[src/rtl/cacheline_adaptor.sv]
// rtl/cacheline_adaptor.sv - 256-bit cache line to 4-beat 64-bit burst memory bridge
// Optional feature: define CACHELINE_ADAPTOR_ALIGN_EN to force address_o[4:0] to zero.
module cacheline_adaptor #(
  parameter int BEATS = 4
) (
  input  logic                  clk,
  input  logic                  reset_n,
  input  logic [64*BEATS-1:0]   line_i,
  output logic [64*BEATS-1:0]   line_o,
  input  logic [31:0]           address_i,
  input  logic                  read_i,
  input  logic                  write_i,
  output logic                  resp_o,
  input  logic [63:0]           burst_i,
  output logic [63:0]           burst_o,
  output logic [31:0]           address_o,
  output logic                  read_o,
  output logic                  write_o,
  input  logic                  resp_i
);

  localparam int LW = 64 * BEATS;
  localparam int CW = (BEATS > 1) ? $clog2(BEATS) : 1;

  typedef enum logic [1:0] {IDLE, READ, WRITE, DONE} state_e;

  state_e          state_q, state_d;
  logic [CW-1:0]   cnt_q, cnt_d;
  logic [31:0]     addr_q, addr_d;
  logic [LW-1:0]   wbuf_q, wbuf_d;
  logic [LW-1:0]   line_q, line_d;
  logic [63:0]     burst_q, burst_d;
  logic            read_q, read_d;
  logic            write_q, write_d;
  logic            resp_q, resp_d;
  logic            last_beat;
  logic [31:0]     addr_in;

  assign last_beat = (cnt_q == CW'(BEATS - 1));

`ifdef CACHELINE_ADAPTOR_ALIGN_EN
  // Memory only ever sees line-aligned addresses; the low bits are dropped at capture.
  assign addr_in = {address_i[31:5], 5'b0};
`else
  assign addr_in = address_i;
`endif

  // Next-state, datapath and registered-output decode for the transfer FSM.
  always_comb begin
    state_d = state_q;
    cnt_d   = cnt_q;
    addr_d  = addr_q;
    wbuf_d  = wbuf_q;
    line_d  = line_q;
    case (state_q)
      IDLE: begin
        // Write-back takes priority so a dirty victim is never lost behind a refill.
        if (write_i) begin
          addr_d  = addr_in;
          wbuf_d  = line_i;
          cnt_d   = '0;
          state_d = WRITE;
        end else if (read_i) begin
          addr_d  = addr_in;
          cnt_d   = '0;
          state_d = READ;
        end
      end
      READ: begin
        if (resp_i) begin
          line_d[{cnt_q, 6'b0} +: 64] = burst_i;
          cnt_d = cnt_q + 1'b1;
          if (last_beat) state_d = DONE;
        end
      end
      WRITE: begin
        if (resp_i) begin
          cnt_d = cnt_q + 1'b1;
          if (last_beat) state_d = DONE;
        end
      end
      DONE:    state_d = IDLE;
      default: state_d = IDLE;
    endcase
    read_d  = (state_d == READ);
    write_d = (state_d == WRITE);
    resp_d  = (state_d == DONE);
    burst_d = (state_d == WRITE) ? wbuf_d[{cnt_d, 6'b0} +: 64] : 64'b0;
  end

  // State and output registers; reset aborts any burst in flight.
  always_ff @(posedge clk or negedge reset_n) begin
    if (!reset_n) begin
      state_q <= IDLE;
      cnt_q   <= '0;
      addr_q  <= '0;
      wbuf_q  <= '0;
      line_q  <= '0;
      burst_q <= '0;
      read_q  <= 1'b0;
      write_q <= 1'b0;
      resp_q  <= 1'b0;
    end else begin
      state_q <= state_d;
      cnt_q   <= cnt_d;
      addr_q  <= addr_d;
      wbuf_q  <= wbuf_d;
      line_q  <= line_d;
      burst_q <= burst_d;
      read_q  <= read_d;
      write_q <= write_d;
      resp_q  <= resp_d;
    end
  end

  assign line_o    = line_q;
  assign burst_o   = burst_q;
  assign address_o = addr_q;
  assign read_o    = read_q;
  assign write_o   = write_q;
  assign resp_o    = resp_q;

endmodule

[config.mk]
export PLATFORM = sky130hd
export DESIGN_NAME = cacheline_adaptor
export DESIGN_NICKNAME = d
export VERILOG_FILES = /design/src/rtl/cacheline_adaptor.sv
export SDC_FILE = /design/constraint.sdc
export NUM_CORES = 1
export LEC_CHECK = 0
export CAP_MARGIN = 20
export CORE_AREA = 2 2 279 281
export DETAILED_ROUTE_END_ITERATION = 10
export DIE_AREA = 0 0 281 283
export PLACE_DENSITY = 0.59
export REMOVE_ABC_BUFFERS = 1
export SLEW_MARGIN = 20
export SYNTH_ARGS = -nofsm -noshare
export SYNTH_HDL_FRONTEND = slang
export SYNTH_SLANG_ARGS = --single-unit
[constraint.sdc]
create_clock -name clk -period 3.2 [get_ports clk]
set_clock_uncertainty 0.2 [all_clocks]
set_input_delay 0.32 -clock clk [delete_from_list [all_inputs] [get_ports clk]]
set_output_delay 0.32 -clock clk [all_outputs]
set_load 0.02 [all_outputs]
# Word-level counts from Yosys, hierarchy flattened
# Cells that the tools add are included.
# word_totals
ff_bits	615
out_inout_bits	355
# classes
shifts	3
eq_ne	7
muxes	15
n_reduce_logical	5
n_addsub	2
# ops
operator	n
256-bit two-way mux	2
256-bit bitwise mux	1
64-bit by 10-bit variable shift with 256-bit output (first input constant)	1
256-bit by 9-bit variable part select with 64-bit output	1
64-bit by 10-bit variable part select with 256-bit output	1
32-bit two-way mux	2
64-bit two-way mux	1
2-bit two-way mux	7
2-bit == test (second input constant)	5
8-bit negation with 10-bit output	1
2-bit one-hot mux with 3 select lines	1
2-bit by 1-bit == test with 1-bit output (second input constant)	2
2-bit one-hot mux with 2 select lines	1
2-bit AND reduction	2
2-bit by 1-bit adder with 2-bit output (second input constant)	1
2-bit zero test	1
2-bit nonzero test	1
2-bit OR reduction	1

# Longest topological paths before layout
# Gate-level depths: netlist of the first run.
# depth
depth_word	6
ltp_mapped	10

# Least setup slack after synthesis of the first run
# No wires, ideal clock.
# synth_path
path_type	register to register
start	reg cnt_q[0]
end	reg burst_q[62] (netlist: burst_o[62])
arrival_ns	1.950
path_slack_ns	0.920
path_stages_with_launch	10
setup_ns	0.130
cell_sequence	dfrtp_1 -> inv_1 -> ha_1 -> nand2_1 -> o22ai_1 -> a22o_1 -> and2b_1 -> buf_6 -> buf_6 -> o2bb2ai_1
# synth_via
word_cells_on_any_way	12
classes_between	add/sub: 1; eq/ne: 2; shift: 1; mux: 8
# synth_lines
item	line	source
start, declared	28	logic [CW-1:0] cnt_q, cnt_d;
start signal, assigned	105	cnt_q <= cnt_d;
2-bit by 1-bit adder with 2-bit output	72, 78	
2-bit two-way mux	70, 77	
2-bit one-hot mux with 2 select lines	55	case (state_q)
named net cnt_d[1]	28	
256-bit by 9-bit variable part select with 64-bit output	88	burst_d = (state_d == WRITE) ? wbuf_d[{cnt_d, 6'b0} +: 64] : 64'b0;
64-bit two-way mux	88	
named net burst_d[62]	32	logic [63:0] burst_q, burst_d;
end signal, assigned	109	burst_q <= burst_d;
end, declared	32	
# The timed path passes the listed nets, and every way through them passes these cells.
# A chain may end at the register's enable or synchronous reset.

# Worst setup path after layout of the first run
# layout_path
start	reg state_q[1]
end	reg burst_q[30] (netlist: burst_o[30])
# layout_via
elab_chain_len	5
word_cells_on_any_way	15
classes_between	eq/ne: 4; shift: 1; mux: 8; reduce/logical: 2
# layout_lines
item	line	source
start, declared	27	state_e state_q, state_d;
start signal, assigned	104	state_q <= state_d;
2-bit == test, or another cell as far along	55	
2-bit OR reduction (no line), or another cell as far along	n/a	
2-bit one-hot mux with 2 select lines / 2-bit one-hot mux with 3 select lines (equally long branches)	55	
256-bit by 9-bit variable part select with 64-bit output / 2-bit == test (equally long branches)	88	
64-bit two-way mux (*)	88	
named net burst_d[30]	32	
# Mark *: on every way through the listed nets, which the timed path passes. The rest lies on a longest branch.

==> flow_metrics.tcl, run 1 <==
set metrics [dict create \
    cts_made_buffers 71 \
    fin_crit_sh 0.8335 \
    antenna_found_initial 26 \
    dr_total_vias 16448 \
    run_status "finished clean" \
    worst_ep_required_time_ps 3460 \
    endpoint "burst_o[30]" \
    synth_edf_count 0 \
    tightest_slew_ps 985.7 \
    ios 712 \
    areaGrowthSynthToFinish_pct 46.20 \
    drv_cap 0 \
    gp_congestion 0.8519 \
    ys_async_sr_fraction 1.000 \
    crit_path_end_kind "flip-flop" \
    fmax_ghz 0.3749 \
    die_w_um 281 \
    cts-root-buf "clkbuf_16" \
    p_sw_mw 9.834 \
    place_inst 3204 \
    drcViolationCount 0 \
    htreeDepth 3 \
    synth_cells 1511 \
    min_path_type "primary input to asynchronous set/reset pin" \
    syn_area_um2 23890 \
    grt_pass1_wl_um 119300 \
    fin_crit_ps 2667 \
    power_frac_clock 0.266 \
    p_comb_frac 0.378 \
    max-vdd-ir-drop_v 0.0005725 \
    routedWlPerCell_um 24.19 \
    powerDensity_nw_per_um2 898.5 \
    path_max_fanout 27 \
    synth_ff_type "dfrtp_1" \
    setup-violations-final 0 \
    synth_top_family_by_area "multiplexers" \
    grt_max_degree 66 \
    r2r_end "burst_o[30]" \
    drt_iter0_markers 798 \
    r2r_setup_slack_ps 530 \
    fp.dieH_um 283 \
    grt_usage 0.1991 \
    rsz0062_at_grt "false" \
    grt_overflow_total 0 \
    final_cell_mix "clkdlybuf4s50_1, dfrtp_1, mux2_2, a22o_1, clkbuf_16" \
    p_leak_nw 15.02 \
    pwr-share-seq 0.356 \
    crit_start "state_q[1]" \
    hold_violations 0 \
    hold_slack_ps 64.79 \
    cts_tree "done" \
    clock_sinks 615 \
    worstPathArrival_ps 2930 \
    dr.pass1.iters 5 \
    r2r-start "state_q[1]" \
    slew_headroom 0.3429 \
    synth-seq-cells 615 \
    rows 102 \
    clk_latency_ps 600 \
    grt_pass1_vias 17626 \
    critPathLaunchType "flip-flop" \
    dp_hpwl_um 58610 \
    core-area_um2 76700 \
    postCtsSetupBuffers 0 \
    yosysUniqueCellTypes 36 \
    viasPerCell 4.911 \
    portBuffers 711 \
    start_util 0.3114 \
    power.internal_mw 21.55 \
    switching_share 0.3134 \
    wl_um 81020 \
    critPathKind "flip-flop to flip-flop" \
    die_area_um2 79520 \
    drive_above_1_share 0.2380 \
    synthMuxAreaShare 0.1928 \
    final_nets 2604 \
    ant_nets 0 \
    cts.clk_slew.worst_paths_ps 50 \
    cts_max_path_buffers 3 \
    synth_xor_area_frac 0 \
    seq_area_frac_synth 0.6442 \
    avgSynthCellArea_um2 15.81 \
    yosys.area_share.simple 0.005709 \
    final_common_cell "clkdlybuf4s50_1" \
    yosys_warnings 0 \
    stdcell_count 3349 \
    synth_fa_ha_area_frac 0.004714 \
    synth-compound-area-share 0.1237 \
    drv_slew 0 \
    reg2reg_depth 9 \
]
## per-layer routing
layer / up-vias / GRT usage / part of all wire
met1: 8493 / 0.2370 / 0.39
met5: - / 0 / 0.0018
li1: 7121 / - / -
met2: 644 / 0.3267 / 0.49
met4: 22 / 0.08623 / 0.040
met3: 168 / 0.06679 / 0.085
## flip-flops by register name (all words and copies together), names as in the netlist
register,cells
resp_o,1
read_o,1
wbuf_q,256
burst_o,64
state_q,2
line_o,256
cnt_q,2
address_o,32
write_o,1
## what timing repair did
item                       CTS  global route
hold buffers                 1             0
setup endpoints to repair    0             0
resized for setup            0             0
hold endpoints to repair   176             0
## synthesized netlist by cell type, types with 3 or more instances
library cell | instances | area share
a21oi_1 | 3 | 0.00063
clkbuf_1 | 44 | 0.0069
mux2i_1 | 64 | 0.027
inv_1 | 6 | 0.00094
o2bb2ai_2 | 9 | 0.0057
nand3_1 | 4 | 0.00084
nor2_1 | 3 | 0.00047
a22o_1 | 257 | 0.094
mux2_2 | 351 | 0.17
o2bb2ai_1 | 55 | 0.020
nor4b_1 | 3 | 0.0011
buf_6 | 18 | 0.0085
buf_2 | 46 | 0.0096
dfrtp_1 | 615 | 0.64
ha_1 | 9 | 0.0047
## critical path: stages, from the launching register on
cell and delay (ps):
dfrtp_1 400, inv_1 100, ha_1 290, nand2b_1 150
o21bai_2 210, a22oi_4 150, inv_8 240, buf_12 220
mux2_2 350, o2bb2ai_1 120
## cell families after synthesis
family,Yosys count
flip-flops,615
adder cells (fa/ha/maj),9
AND/OR/NAND/NOR,19
AO/OA/AOI/OAI,331
multiplexers,416
buffers and inverters,121
## power groups by stage
stage / combinational (mW) / sequential, mW / clock [mW]
after detailed placement: 12.0 / 11.3 / 0
after floorplan: 6.37 / 12.0 / 0
final: 11.9 / 11.2 / 8.34
after global routing: 12.7 / 11.4 / 8.90
after CTS: 12.1 / 11.2 / 8.57
after global placement: 11.8 / 11.2 / 0
## final cells by class
class | count | area, um^2
Fill cell | 6748 | 41780
Sequential cell | 615 | 15390
Timing Repair Buffer | 767 | 7883
Multi-Input combinational cell | 775 | 7865
Clock buffer | 103 | 2037
Tap cell | 1040 | 1301
Clock inverter | 26 | 374.1
Inverter | 8 | 37.54
Antenna cell | 15 | 37.54
## stage by stage
stage	worst slack, ps	cell area (um^2)	power (mW)	utilization	TNS [ps]
finish	532.7	34920	31.38	0.4553	0
global route	357.6	34910	33.03	0.4552	0
CTS	508.4	34890	31.80	0.4548	0
detailed placement	443.2	32470	23.30	0.4233	0
global placement	469.6	32470	23.00	0.4233	0
floorplan	-4868	23230	18.39	-	-2271890
## worst min path at each step
| stage | startpoint | to | slack [ps] | cells after the start |
|---|---|---|---|---|
| 2_1_floorplan | reset_n | address_o[0] | -180 | 0 |
| 3_3_place_gp | reset_n | address_o[30] | 140 | 1 |
| 3_5_place_dp | reset_n | address_o[30] | 140 | 1 |
| 4_1_cts | reset_n | address_o[18] | 70 | 2 |
| 5_1_grt | reset_n | address_o[30] | 100 | 2 |
| 6_report | reset_n | address_o[18] | 60 | 2 |
Power figures use the tool's default switching activity.
==> inputs of run 2 (changes only) <==
==> constraint.sdc (replaced) <==
create_clock -name clk -period 2.46 [get_ports clk]
set_clock_uncertainty 0.2 [all_clocks]
set_input_delay 0.246 -clock clk [delete_from_list [all_inputs] [get_ports clk]]
set_output_delay 0.246 -clock clk [all_outputs]
set_load 0.02 [all_outputs]
==> run 2 against run 1 <==
  * Clock-buffer cell count stayed put
  * Clock power rose by 26%
  * Combinational power increased by 42%
  * Non-clock buffer count grew 75
  * First-iteration DRC count is 7.9% higher
  * Largest cell class unchanged
  * Total power up 34%
  * Maximum frequency is 13% higher
  * Register-to-register slack got worse by 440 ps
  * Via count up 1.2%
  * Critical path depth is 1 higher
  * Setup slack worse by 440 ps
  * Wire length grew 2.0%
==> flow_metrics.tcl, run 2 (synthesis gave the netlist of run 1 again) <==
set metrics [dict create \
    hold_violations 0 \
    ant_nets 0 \
    start_util 0.3114 \
    clk_latency_ps 600 \
    ios 712 \
    cts_made_buffers 69 \
    rows 102 \
    gp_congestion 0.8727 \
    crit_path_end_kind "flip-flop" \
    min_path_type "primary input to flip-flop" \
    dr.pass1.iters 5 \
    grt_usage 0.2031 \
    dr_total_vias 16644 \
    stdcell_count 3417 \
    grt_overflow_total 0 \
    dp_hpwl_um 60120 \
    path_max_fanout 11 \
    worstPathArrival_ps 2650 \
    rsz0062_at_grt "false" \
    critPathLaunchType "flip-flop" \
    worst_ep_required_time_ps 2740 \
    grt_max_degree 86 \
    max-vdd-ir-drop_v 0.0006200 \
    wl_um 82620 \
    powerDensity_nw_per_um2 1177 \
    setup_ws_ps 90.35 \
    cts_max_path_buffers 3 \
    cts_tree "done" \
    slew_headroom 0.4741 \
    final_nets 2677 \
    cts.clk_slew.worst_paths_ps 60 \
    crit_start "state_q[0]" \
    final_cell_mix "clkdlybuf4s50_1, dfrtp_1, mux2_2, a22o_1, buf_4" \
    die_area_um2 79520 \
    grt_pass1_vias 17918 \
    r2r_setup_slack_ps 90 \
    drcViolationCount 0 \
    grt_pass1_wl_um 121200 \
    setup-violations-final 0 \
    antenna_found_initial 24 \
    drt_iter0_markers 861 \
    dp_slack_ps -57.33 \
    fin_crit_ps 2370 \
    die_w_um 281 \
    final_common_cell "clkdlybuf4s50_1" \
    viasPerCell 4.871 \
    fin_setup_tns_ps 0 \
    run_status "finished clean" \
    areaGrowthSynthToFinish_pct 49.32 \
    drv_cap 0 \
    fmax_ghz 0.4220 \
    core-area_um2 76700 \
    portBuffers 711 \
    fp.dieH_um 283 \
    clock_sinks 615 \
    critPathKind "flip-flop to flip-flop" \
    routedWlPerCell_um 24.18 \
    drv_slew 0 \
    place_inst 3261 \
    drive_above_1_share 0.2630 \
    htreeDepth 3 \
    endpoint "burst_o[58]" \
    r2r_end "burst_o[58]" \
    r2r-start "state_q[0]" \
    tightest_slew_ps 786.3 \
    reg2reg_depth 10 \
    fin_crit_sh 0.9633 \
    p_leak_nw 15.42 \
    cts-root-buf "clkbuf_16" \
]
[run 2: cell types whose count changed in the layout (fill, tap and decap cells not counted), moves of 3 or more]
| cell | delta |
|---|---|
| clkinv_2 | -4 |
| diode_2 | -3 |
| buf_4 | +53 |
| buf_6 | +3 |
| buf_12 | +17 |
| bufinv_16 | -3 |
[run 2: metrics by stage]
stage	instance area [um^2]	power [mW]	hold slack [ps]	util
floorplan	23230	23.12	-249.6	-
global placement	33060	30.67	26.59	0.4310
detailed placement	33060	31.09	34.38	0.4310
CTS	35430	41.86	6.556	0.4620
global route	35660	44.25	26.57	0.4649
finish	35670	41.97	62.35	0.4651
[run 2: per-layer routing]
| layer | track usage | share of wire |
|---|---|---|
| met2 | 0.3405 | 0.50 |
| met5 | 0 | 0.0022 |
| met4 | 0.06631 | 0.028 |
| met3 | 0.07174 | 0.088 |
| met1 | 0.2419 | 0.38 |
[run 2: how the worst min path moves through the flow]
stage | from | slack, ps | cells past startpoint | endpoint
6_report | address_i[9] | 60 | 2 | address_o[9]
5_1_grt | address_i[1] | 30 | 2 | address_o[1]
4_1_cts | address_i[13] | 7 | 2 | address_o[13]
3_5_place_dp | reset_n | 30 | 1 | address_o[18]
3_3_place_gp | reset_n | 30 | 1 | address_o[30]
2_1_floorplan | reset_n | -250 | 0 | address_o[0]
[run 2: critical path: stages, from the launching register on]
cell	delay, ps
dfrtp_1	390
inv_1	90
ha_4	300
inv_1	40
o32a_2	410
inv_2	90
nor3_4	50
and2b_4	200
buf_12	140
clkbuf_16	180
o2bb2ai_1	130
[run 2: where the power goes]
| part | total (mW) | switching (mW) | internal (mW) |
|---|---|---|---|
| sequential | 14.5 | 1.12 | 13.4 |
| combinational | 16.9 | 7.73 | 9.17 |
| clock | 10.5 | 4.32 | 6.21 |
[run 2: final cells by class]
| class | count | area (um^2) |
|---|---|---|
| diodes | 12 | 30.03 |
| clock buffers | 103 | 2036 |
| clock inverters | 22 | 297.8 |
| fillers | 6739 | 41030 |
| inverters | 8 | 37.54 |
| multi-input cells | 775 | 7889 |
| flip-flops and latches | 615 | 15390 |
| well taps | 1040 | 1301 |
| repair buffers | 842 | 8690 |
[run 2: repair_timing]
action / CTS / global route
hold buffers: 3 / 0
cloned: 0 / 1
gates resized for setup: 1 / 8
endpoints found under the setup margin: 5 / 64
hold endpoints to repair: 395 / 0
buffers inserted: 0 / 15
pin swaps: 1 / 2
